--- config.mk ---
export PLATFORM = sky130hd
export DESIGN_NAME = wb_arbiter2
export DESIGN_NICKNAME = d
export VERILOG_FILES = /design/src/rtl/wb_arbiter2.sv
export SDC_FILE = /design/constraint.sdc
export NUM_CORES = 1
export LEC_CHECK = 0
export CAP_MARGIN = 15
export CORE_AREA = 2 2 124 126
export CTS_CLUSTER_SIZE = 25
export DETAILED_ROUTE_END_ITERATION = 7
export DIE_AREA = 0 0 126 128
export GPL_TIMING_DRIVEN = 0
export PLACE_DENSITY = 0.59
export SLEW_MARGIN = 5
export SYNTH_ARGS = -nofsm -noshare
export SYNTH_HDL_FRONTEND = slang
export SYNTH_SLANG_ARGS = --single-unit
--- constraint.sdc ---
create_clock -name clk_i -period 2.2 [get_ports clk_i]
set_input_delay 0.33 -clock clk_i [delete_from_list [all_inputs] [get_ports clk_i]]
set_output_delay 0.33 -clock clk_i [all_outputs]
set_load 0.05 [all_outputs]
--- src/rtl/wb_arbiter2.sv ---
// wb_arbiter2 -- two-master, one-slave Wishbone arbiter with bus lock,
// round-robin tie breaking and a slave-response timeout.
//
// Ports:
//   clk_i, rst_i            clock, asynchronous active-high reset
//   m0_* / m1_*             master-side Wishbone ports (m0 = host, m1 = DMA):
//                           cyc/stb/we/sel/adr/dat in, dat/ack/err out
//   s_*                     shared slave Wishbone port: cyc/stb/we/sel/adr/dat
//                           out, dat/ack in
//   gnt_o                   one-hot current owner (01 = m0, 10 = m1, 00 = idle)
//
// Ownership is held for as long as the owner keeps cyc asserted, and one
// idle cycle always separates two tenures. If the owner's strobe sits
// unacknowledged for TIMEOUT+1 cycles, the owner gets a one-cycle err and
// the slave strobe is suppressed for that cycle.
module wb_arbiter2 #(
  parameter int AW      = 32,
  parameter int DW      = 32,
  parameter int TIMEOUT = 255
) (
  input  logic          clk_i,
  input  logic          rst_i,
  // master 0
  input  logic          m0_cyc_i,
  input  logic          m0_stb_i,
  input  logic          m0_we_i,
  input  logic [3:0]    m0_sel_i,
  input  logic [AW-1:0] m0_adr_i,
  input  logic [DW-1:0] m0_dat_i,
  output logic [DW-1:0] m0_dat_o,
  output logic          m0_ack_o,
  output logic          m0_err_o,
  // master 1
  input  logic          m1_cyc_i,
  input  logic          m1_stb_i,
  input  logic          m1_we_i,
  input  logic [3:0]    m1_sel_i,
  input  logic [AW-1:0] m1_adr_i,
  input  logic [DW-1:0] m1_dat_i,
  output logic [DW-1:0] m1_dat_o,
  output logic          m1_ack_o,
  output logic          m1_err_o,
  // shared slave
  output logic          s_cyc_o,
  output logic          s_stb_o,
  output logic          s_we_o,
  output logic [3:0]    s_sel_o,
  output logic [AW-1:0] s_adr_o,
  output logic [DW-1:0] s_dat_o,
  input  logic [DW-1:0] s_dat_i,
  input  logic          s_ack_i,
  // owner indication
  output logic [1:0]    gnt_o
);

  localparam int              CW     = (TIMEOUT < 1) ? 1 : $clog2(TIMEOUT + 1);
  localparam logic [CW-1:0]   TO_VAL = CW'(TIMEOUT);

  typedef enum logic [1:0] {
    IDLE = 2'd0,
    OWN0 = 2'd1,
    OWN1 = 2'd2
  } state_t;

  state_t        r_state;
  state_t        w_next;
  logic          r_last;     // last granted master, 1 after reset so m0 wins first tie
  logic [CW-1:0] r_cnt;      // cycles the current strobe has waited for ack

  logic w_req0;
  logic w_req1;
  logic w_own_stb;
  logic w_timeout;

  assign w_req0 = m0_cyc_i & m0_stb_i;
  assign w_req1 = m1_cyc_i & m1_stb_i;

  // Owner strobe before timeout suppression; zero in IDLE.
  always_comb begin
    w_own_stb = 1'b0;
    case (r_state)
      OWN0:    w_own_stb = m0_stb_i;
      OWN1:    w_own_stb = m1_stb_i;
      default: w_own_stb = 1'b0;
    endcase
  end

  // An ack in the limit cycle wins over the timeout.
  assign w_timeout = w_own_stb & ~s_ack_i & (r_cnt == TO_VAL);

  // ---- state register ----
  always_ff @(posedge clk_i or posedge rst_i) begin
    if (rst_i) begin
      r_state <= IDLE;
      r_last  <= 1'b1;
      r_cnt   <= '0;
    end else begin
      r_state <= w_next;
      if (r_state == IDLE && w_next == OWN0) begin
        r_last <= 1'b0;
      end else if (r_state == IDLE && w_next == OWN1) begin
        r_last <= 1'b1;
      end
      // Cleared on idle, no strobe, ack, or the timeout itself.
      if (r_state == IDLE || !w_own_stb || s_ack_i || w_timeout) begin
        r_cnt <= '0;
      end else begin
        r_cnt <= r_cnt + CW'(1);
      end
    end
  end

  // ---- next-state logic ----
  always_comb begin
    w_next = r_state;
    case (r_state)
      IDLE: begin
        if (w_req0 && w_req1) begin
          w_next = r_last ? OWN0 : OWN1;
        end else if (w_req0) begin
          w_next = OWN0;
        end else if (w_req1) begin
          w_next = OWN1;
        end
      end
      // Dropping cyc always passes through IDLE, never straight to the other owner.
      OWN0:    if (!m0_cyc_i) w_next = IDLE;
      OWN1:    if (!m1_cyc_i) w_next = IDLE;
      default: w_next = IDLE;
    endcase
  end

  // ---- output logic ----
  always_comb begin
    s_cyc_o  = 1'b0;
    s_stb_o  = 1'b0;
    s_we_o   = 1'b0;
    s_sel_o  = '0;
    s_adr_o  = '0;
    s_dat_o  = '0;
    gnt_o    = 2'b00;
    m0_ack_o = 1'b0;
    m0_err_o = 1'b0;
    m0_dat_o = '0;
    m1_ack_o = 1'b0;
    m1_err_o = 1'b0;
    m1_dat_o = '0;
    case (r_state)
      OWN0: begin
        s_cyc_o  = m0_cyc_i;
        s_stb_o  = m0_stb_i & ~w_timeout;
        s_we_o   = m0_we_i;
        s_sel_o  = m0_sel_i;
        s_adr_o  = m0_adr_i;
        s_dat_o  = m0_dat_i;
        m0_ack_o = s_ack_i;
        m0_err_o = w_timeout;
        m0_dat_o = s_dat_i;
        gnt_o    = 2'b01;
      end
      OWN1: begin
        s_cyc_o  = m1_cyc_i;
        s_stb_o  = m1_stb_i & ~w_timeout;
        s_we_o   = m1_we_i;
        s_sel_o  = m1_sel_i;
        s_adr_o  = m1_adr_i;
        s_dat_o  = m1_dat_i;
        m1_ack_o = s_ack_i;
        m1_err_o = w_timeout;
        m1_dat_o = s_dat_i;
        gnt_o    = 2'b10;
      end
      default: ;
    endcase
  end

endmodule

## Word level (Yosys, flattened, before mapping)

Cells that the tools add are included.

| operators by class | value |
|---|---|
| add/sub/neg operators | 1 |
| reduce and logical (&&, ||, !) cells | 9 |
| mux-type cells | 24 |
| equal/unequal tests | 5 |
| bitwise operators | 8 |

Operators with widths:

| operator | number |
|---|---|
| one-hot mux 32 bit (2 select lines) | 2 |
| 2-to-1 mux 32 bit | 2 |
| 2-to-1 mux 2 bit | 6 |
| adder 8 x 1 -> 8 bit, second input constant | 1 |
| equality test 8 bit, second input constant | 1 |
| 2-to-1 mux 8 bit | 1 |
| one-hot mux 1 bit (2 select lines) | 4 |
| one-hot mux 4 bit (2 select lines) | 1 |
| AND 1 bit | 6 |
| 2-to-1 mux 1 bit | 6 |
| one-hot mux 2 bit (3 select lines) | 1 |
| equality test 2 x 1 -> 1 bit, second input constant | 2 |
| equality test 2 bit, second input constant | 2 |
| one-hot mux 2 bit (2 select lines) | 1 |
| logical AND 1 bit | 3 |
| logical OR 1 bit | 3 |
| logical NOT 2 bit | 1 |
| NOT 1 bit | 2 |
| nonzero test 2 bit | 1 |
| logical NOT 1 bit | 1 |

| word-level totals | value |
|---|---|
| word-level logic and storage cells | 50 |
| output and inout bits | 141 |
| bits of input ports | 177 |
| register bits | 11 |

## Longest topological paths before layout

| depth | value |
|---|---|
| depth in word-level cells | 9 |
| depth in mapped cells | 8 |
| depth with buffers taken out | 6 |

## Least setup slack after synthesis

OpenSTA, ideal clock, no wires.

| timing | value |
|---|---|
| path type | register -> output |
| from | register r_state[1] |
| to | output s_stb_o |
| buffers on the path | 1 |
| slack | -692 ps |
| data required time | 1,870 ps |
| cell stages (with the launch flop) | 8 |
| data arrival time | 2,562 ps |
| cell sequence | dfrtp_1 -> inv_1 -> ha_1 -> buf_6 -> a22o_1 -> nand3b_1 -> nor2b_1 -> nor3b_1 |

| between the ends | value |
|---|---|
| word-level cells in the longest chain between the ends | 7 |
| elaborated cells on any way between the ends | 9 |
| classes of those cells | eq/ne (2); mux (2); bitwise (5) |

RTL lines:

| element | line | RTL |
|---|---|---|
| start, declared | 65 | `state_t r_state;` |
| start signal, assigned | 98 | `r_state <= w_next;` |
| equality test 2 bit or equality test 2 x 1 -> 1 bit (tied branches) | 81, 148 |  |
| one-hot mux 1 bit (2 select lines) | 81 | `case (r_state)` |
| AND 1 bit (2 in a row) | 89 | `assign w_timeout = w_own_stb & ~s_ack_i & (r_cnt == TO_VAL);` |
| NOT 1 bit | 151, 163 |  |
| AND 1 bit, on equally long branches | 163, 151 |  |
| one-hot mux 1 bit (2 select lines) (*) | 148 | `case (r_state)` |
| end, declared | 45 | `output logic s_stb_o,` |

Mark *: on every way between the ends. The rest lies on a longest branch, timed or not.

## Final worst setup path

| timing | value |
|---|---|
| from | register r_state[0] |
| to | output s_stb_o |

The elaborated chain is that of the path after synthesis.

==> metrics.md <==
| Metric | Value |
|---|---|
| Status | complete, no violations |
| Data required time of the worst path | 1.87 ns |
| Initial antenna violation count | 0 |
| Skew final | 0.00209 ns |
| FILL cells | 1,513 |
| Antenna Cells | 0 |
| Syn_area_per_cell | 7.06 µm² |
| Data arrival, critical path | about 1.9 ns |
| Synthesis-to-layout area growth | 190% |
| HP Class | primary input to asynchronous set/reset pin |
| Layout cells sized above 1 | 52.7% |
| Most common cell after layout, fill and taps aside | clkdlybuf4s50_1 |
| P_sw | 0.00400 W |
| Pwr Density | 1140 nW/µm² |
| Core area | 14,900 µm² |
| Commonest non-fill, non-tap cells in the layout | clkdlybuf4s50_1 (177), buf_4 (57), a22oi_2 (38), nor2b_4 (37), buf_6 (36) |
| Clock network fraction of total power | 4.5% |
| Clock Path Buffers | 2 |
| Ys Warns | 0 |
| Avg WL per Cell | 18.3 µm |
| Top cell type's share of synthesized area | between 20% and 30% |
| Leakage power | 2.62 nW |
| Largest net degree at the start of global routing | 12 |
| I/O Buffers | 317 |
| Initial DRC count | 86 |
| Die area | 16,100 µm² |
| Fmax | 458 MHz |
| Sw Share | between 50% and 60% |
| Gr ovfl total | 0 |
| Sink Count | 11 |
| Hold_buf cts | 0 |
| Post-Place Worst Slack | -1.29 ns |
| Top cells by area, synth | a22oi_1 (24%), and2_1 (20%), nor2b_1 (20%) |
| Layout Nets | 821 |
| Vias per cell | 4.42 |
| DP HPWL | 12.2 mm |
| Syn Nets | 492 |
| Fin crit share | 99.2% |
| Root Buffer | clkbuf_16 |
| Seq/Total Area, Yosys | 12.7% |
| Startpoint types | register |
| Initial Utilization | 14.7% |
| P_int | 0.00320 W |
| CP endpoint kind | primary output |
| DR pass1 iterations | 4 |
| Worst-path maximum fanout | 8 |
| Reg2Reg Depth | 9 |
| Die Wd | 126 µm |
| Area of the mapped netlist | 2180 µm² |
| CTS Buf Count | 3 |
| Global-route wire length before repair | 21.5 mm |
| Die Y | around 130 µm |
| Unrepaired setup endpoints after global routing | yes |
| CTS tree | done |
| Final setup viols | 0 |
| Slew @ Worst Pin | 0.560 ns |
| Critical path type | register to primary output |
| Max_cap viols | 0 |
| Sequential Power Share | about 3.8% |
| Slack of the critical path | around 0.018 ns |
| Logic pwr share | approximately 92% |
| Clock slew at reported path FFs | about 0.040 ns |
| Worst hold slack | 0.402 ns |
| Routed Antenna Nets | 0 |
| Final Max Tran Viols | 0 |
| Relative slew slack | 62.6% |
| Final WL | about 15 mm |
| Yosys top cell by area | a22oi_1 |
| GRT Total Usage | 16.8% |
| # rows | 45 |
| Final count of hold timing violations | 0 |
| Synthesis-stage register bit count | 11 |
| Post-Synthesis Cells | just over 300 |
| # IOs | ~320 |
| Clk_lat worst skew | 0.23 ns |
| Tmin final | 2.18 ns |
| H-tree depth | 1 |
| Via count | 3,650 |
| Vias in the first global route | 3,821 |
| GPL Wtd Cong | 0.825 |
| Distinct cells, synth | 34 |
| DR DRC count | 0 |
| Worst VDD drop | around 430 µV |
## Yosys cell counts
cell type	instances
nand2_1	4
buf_6	1
xor2_1	4
buf_1	2
xnor2_1	2
o22ai_1	1
nand2b_1	1
nor3b_1	1
o21ai_0	1
nor2_1	10
dfrtp_1	10
a22oi_1	69
a21oi_1	2
and3_1	1
a21boi_0	2
a31oi_1	1
nand3b_1	2
o21a_1	1
inv_1	5
ha_1	6
dfstp_2	1
a2111oi_2	1
o21ai_1	1
nand3_1	2
and2_1	70
o2111ai_1	1
or3_1	1
buf_2	6
a22o_1	2
clkbuf_1	24
nor2b_1	70
nand4_1	1
mux2i_1	1
nor3_1	2
## power groups by stage
stage	combinational, W	sequential [W]	clock (W)
2_1_floorplan	0.00414	0.000257	0
3_3_place_gp	0.00605	0.000265	0
3_5_place_dp	0.00608	0.000268	0
4_1_cts	0.00631	0.000266	0.000335
5_1_grt	0.00694	0.000282	0.000354
6_report	0.00660	0.000276	0.000328
## cell families (layout without fill, tap and decap cells)
logic type / Yosys count / count (layout) / share of synthesized area (%)
DFF: 11 / 11 / 12.7
muxes: 1 / 1 / 0.459
and+or+nand+nor: 165 / 165 / 45.6
buffers and inverters: 38 / 366 / 7.23
xor gates and xnor gates: 6 / 6 / 2.41
AOI/OAI and AO/OA: 82 / 82 / 28.2
adders and majority gates: 6 / 6 / 3.44
## stage by stage
stage          total power, W  cells  area (µm²)  TNS, ns  util (%)
2_1_floorplan         0.00440    309        2580   -0.782         -
3_3_place_gp          0.00631    814        5990  -114.79      40.3
3_5_place_dp          0.00635    814        5990  -120.90      40.3
4_1_cts               0.00691    819        6010  -0.0966      40.4
5_1_grt               0.00757    825        6330   -0.376      42.6
6_report              0.00720    825        6330        0      42.6
## metal layers
layer	vias to the layer above	part of all wire [%]	routed length [µm]	GRT usage, %
met3	10	7.5	1130	3.88
met5	-	0	0	0
met1	1707	40	6090	20.1
li1	1730	-	-	-
met2	203	51	7740	31.3
met4	0	1.0	155	2.07
## final timing paths
| kind | start | endpoint | slack, ns |
|---|---|---|---|
| setup / recovery | r_state[0] | s_stb_o | 0.02 |
| hold / removal | rst_i | r_cnt[5] | 0.40 |
| setup reg to reg | r_state[0] | r_cnt[5] | 0.20 |
| hold reg to reg | r_last | r_last | 0.48 |
| max in group asynchronous | rst_i | r_last | 1.46 |
| min in group clk_i | r_last | r_last | 0.48 |
## critical path, cell delays in order (launching register included)
cell and delay [ns]:
dfrtp_2 0.44, inv_4 0.07, ha_4 0.16, buf_8 0.14, clkbuf_16 0.16, buf_12 0.13, mux2i_2 0.14, nor3b_2 0.18
buf_6 0.18
## registers in the layout, summed over array words and instances, names as in the netlist
signal   flops
r_cnt        8
r_last       1
r_state      2
## cell type report
class / count / area (µm²) / share of cell area (%)
repair buffers: 325 / 3010 / 47.5
clock buffers: 4 / 78.8 / 1.24
plain buffers: 32 / 313 / 4.94
flip-flops and latches: 11 / 279 / 4.40
well taps: 188 / 235 / 3.71
multi-input cells: 260 / 2400 / 37.8
inverters: 5 / 23.8 / 0.375
## repair_timing
item                                   in CTS  in global routing
buffers inserted                            2                  3
setup endpoints to repair                 146                135
pin swaps                                   3                  9
endpoints found under the hold margin       0                  0
resized for setup                         891                 84
cloned                                      0                  3
Power figures use the tool's default switching activity.
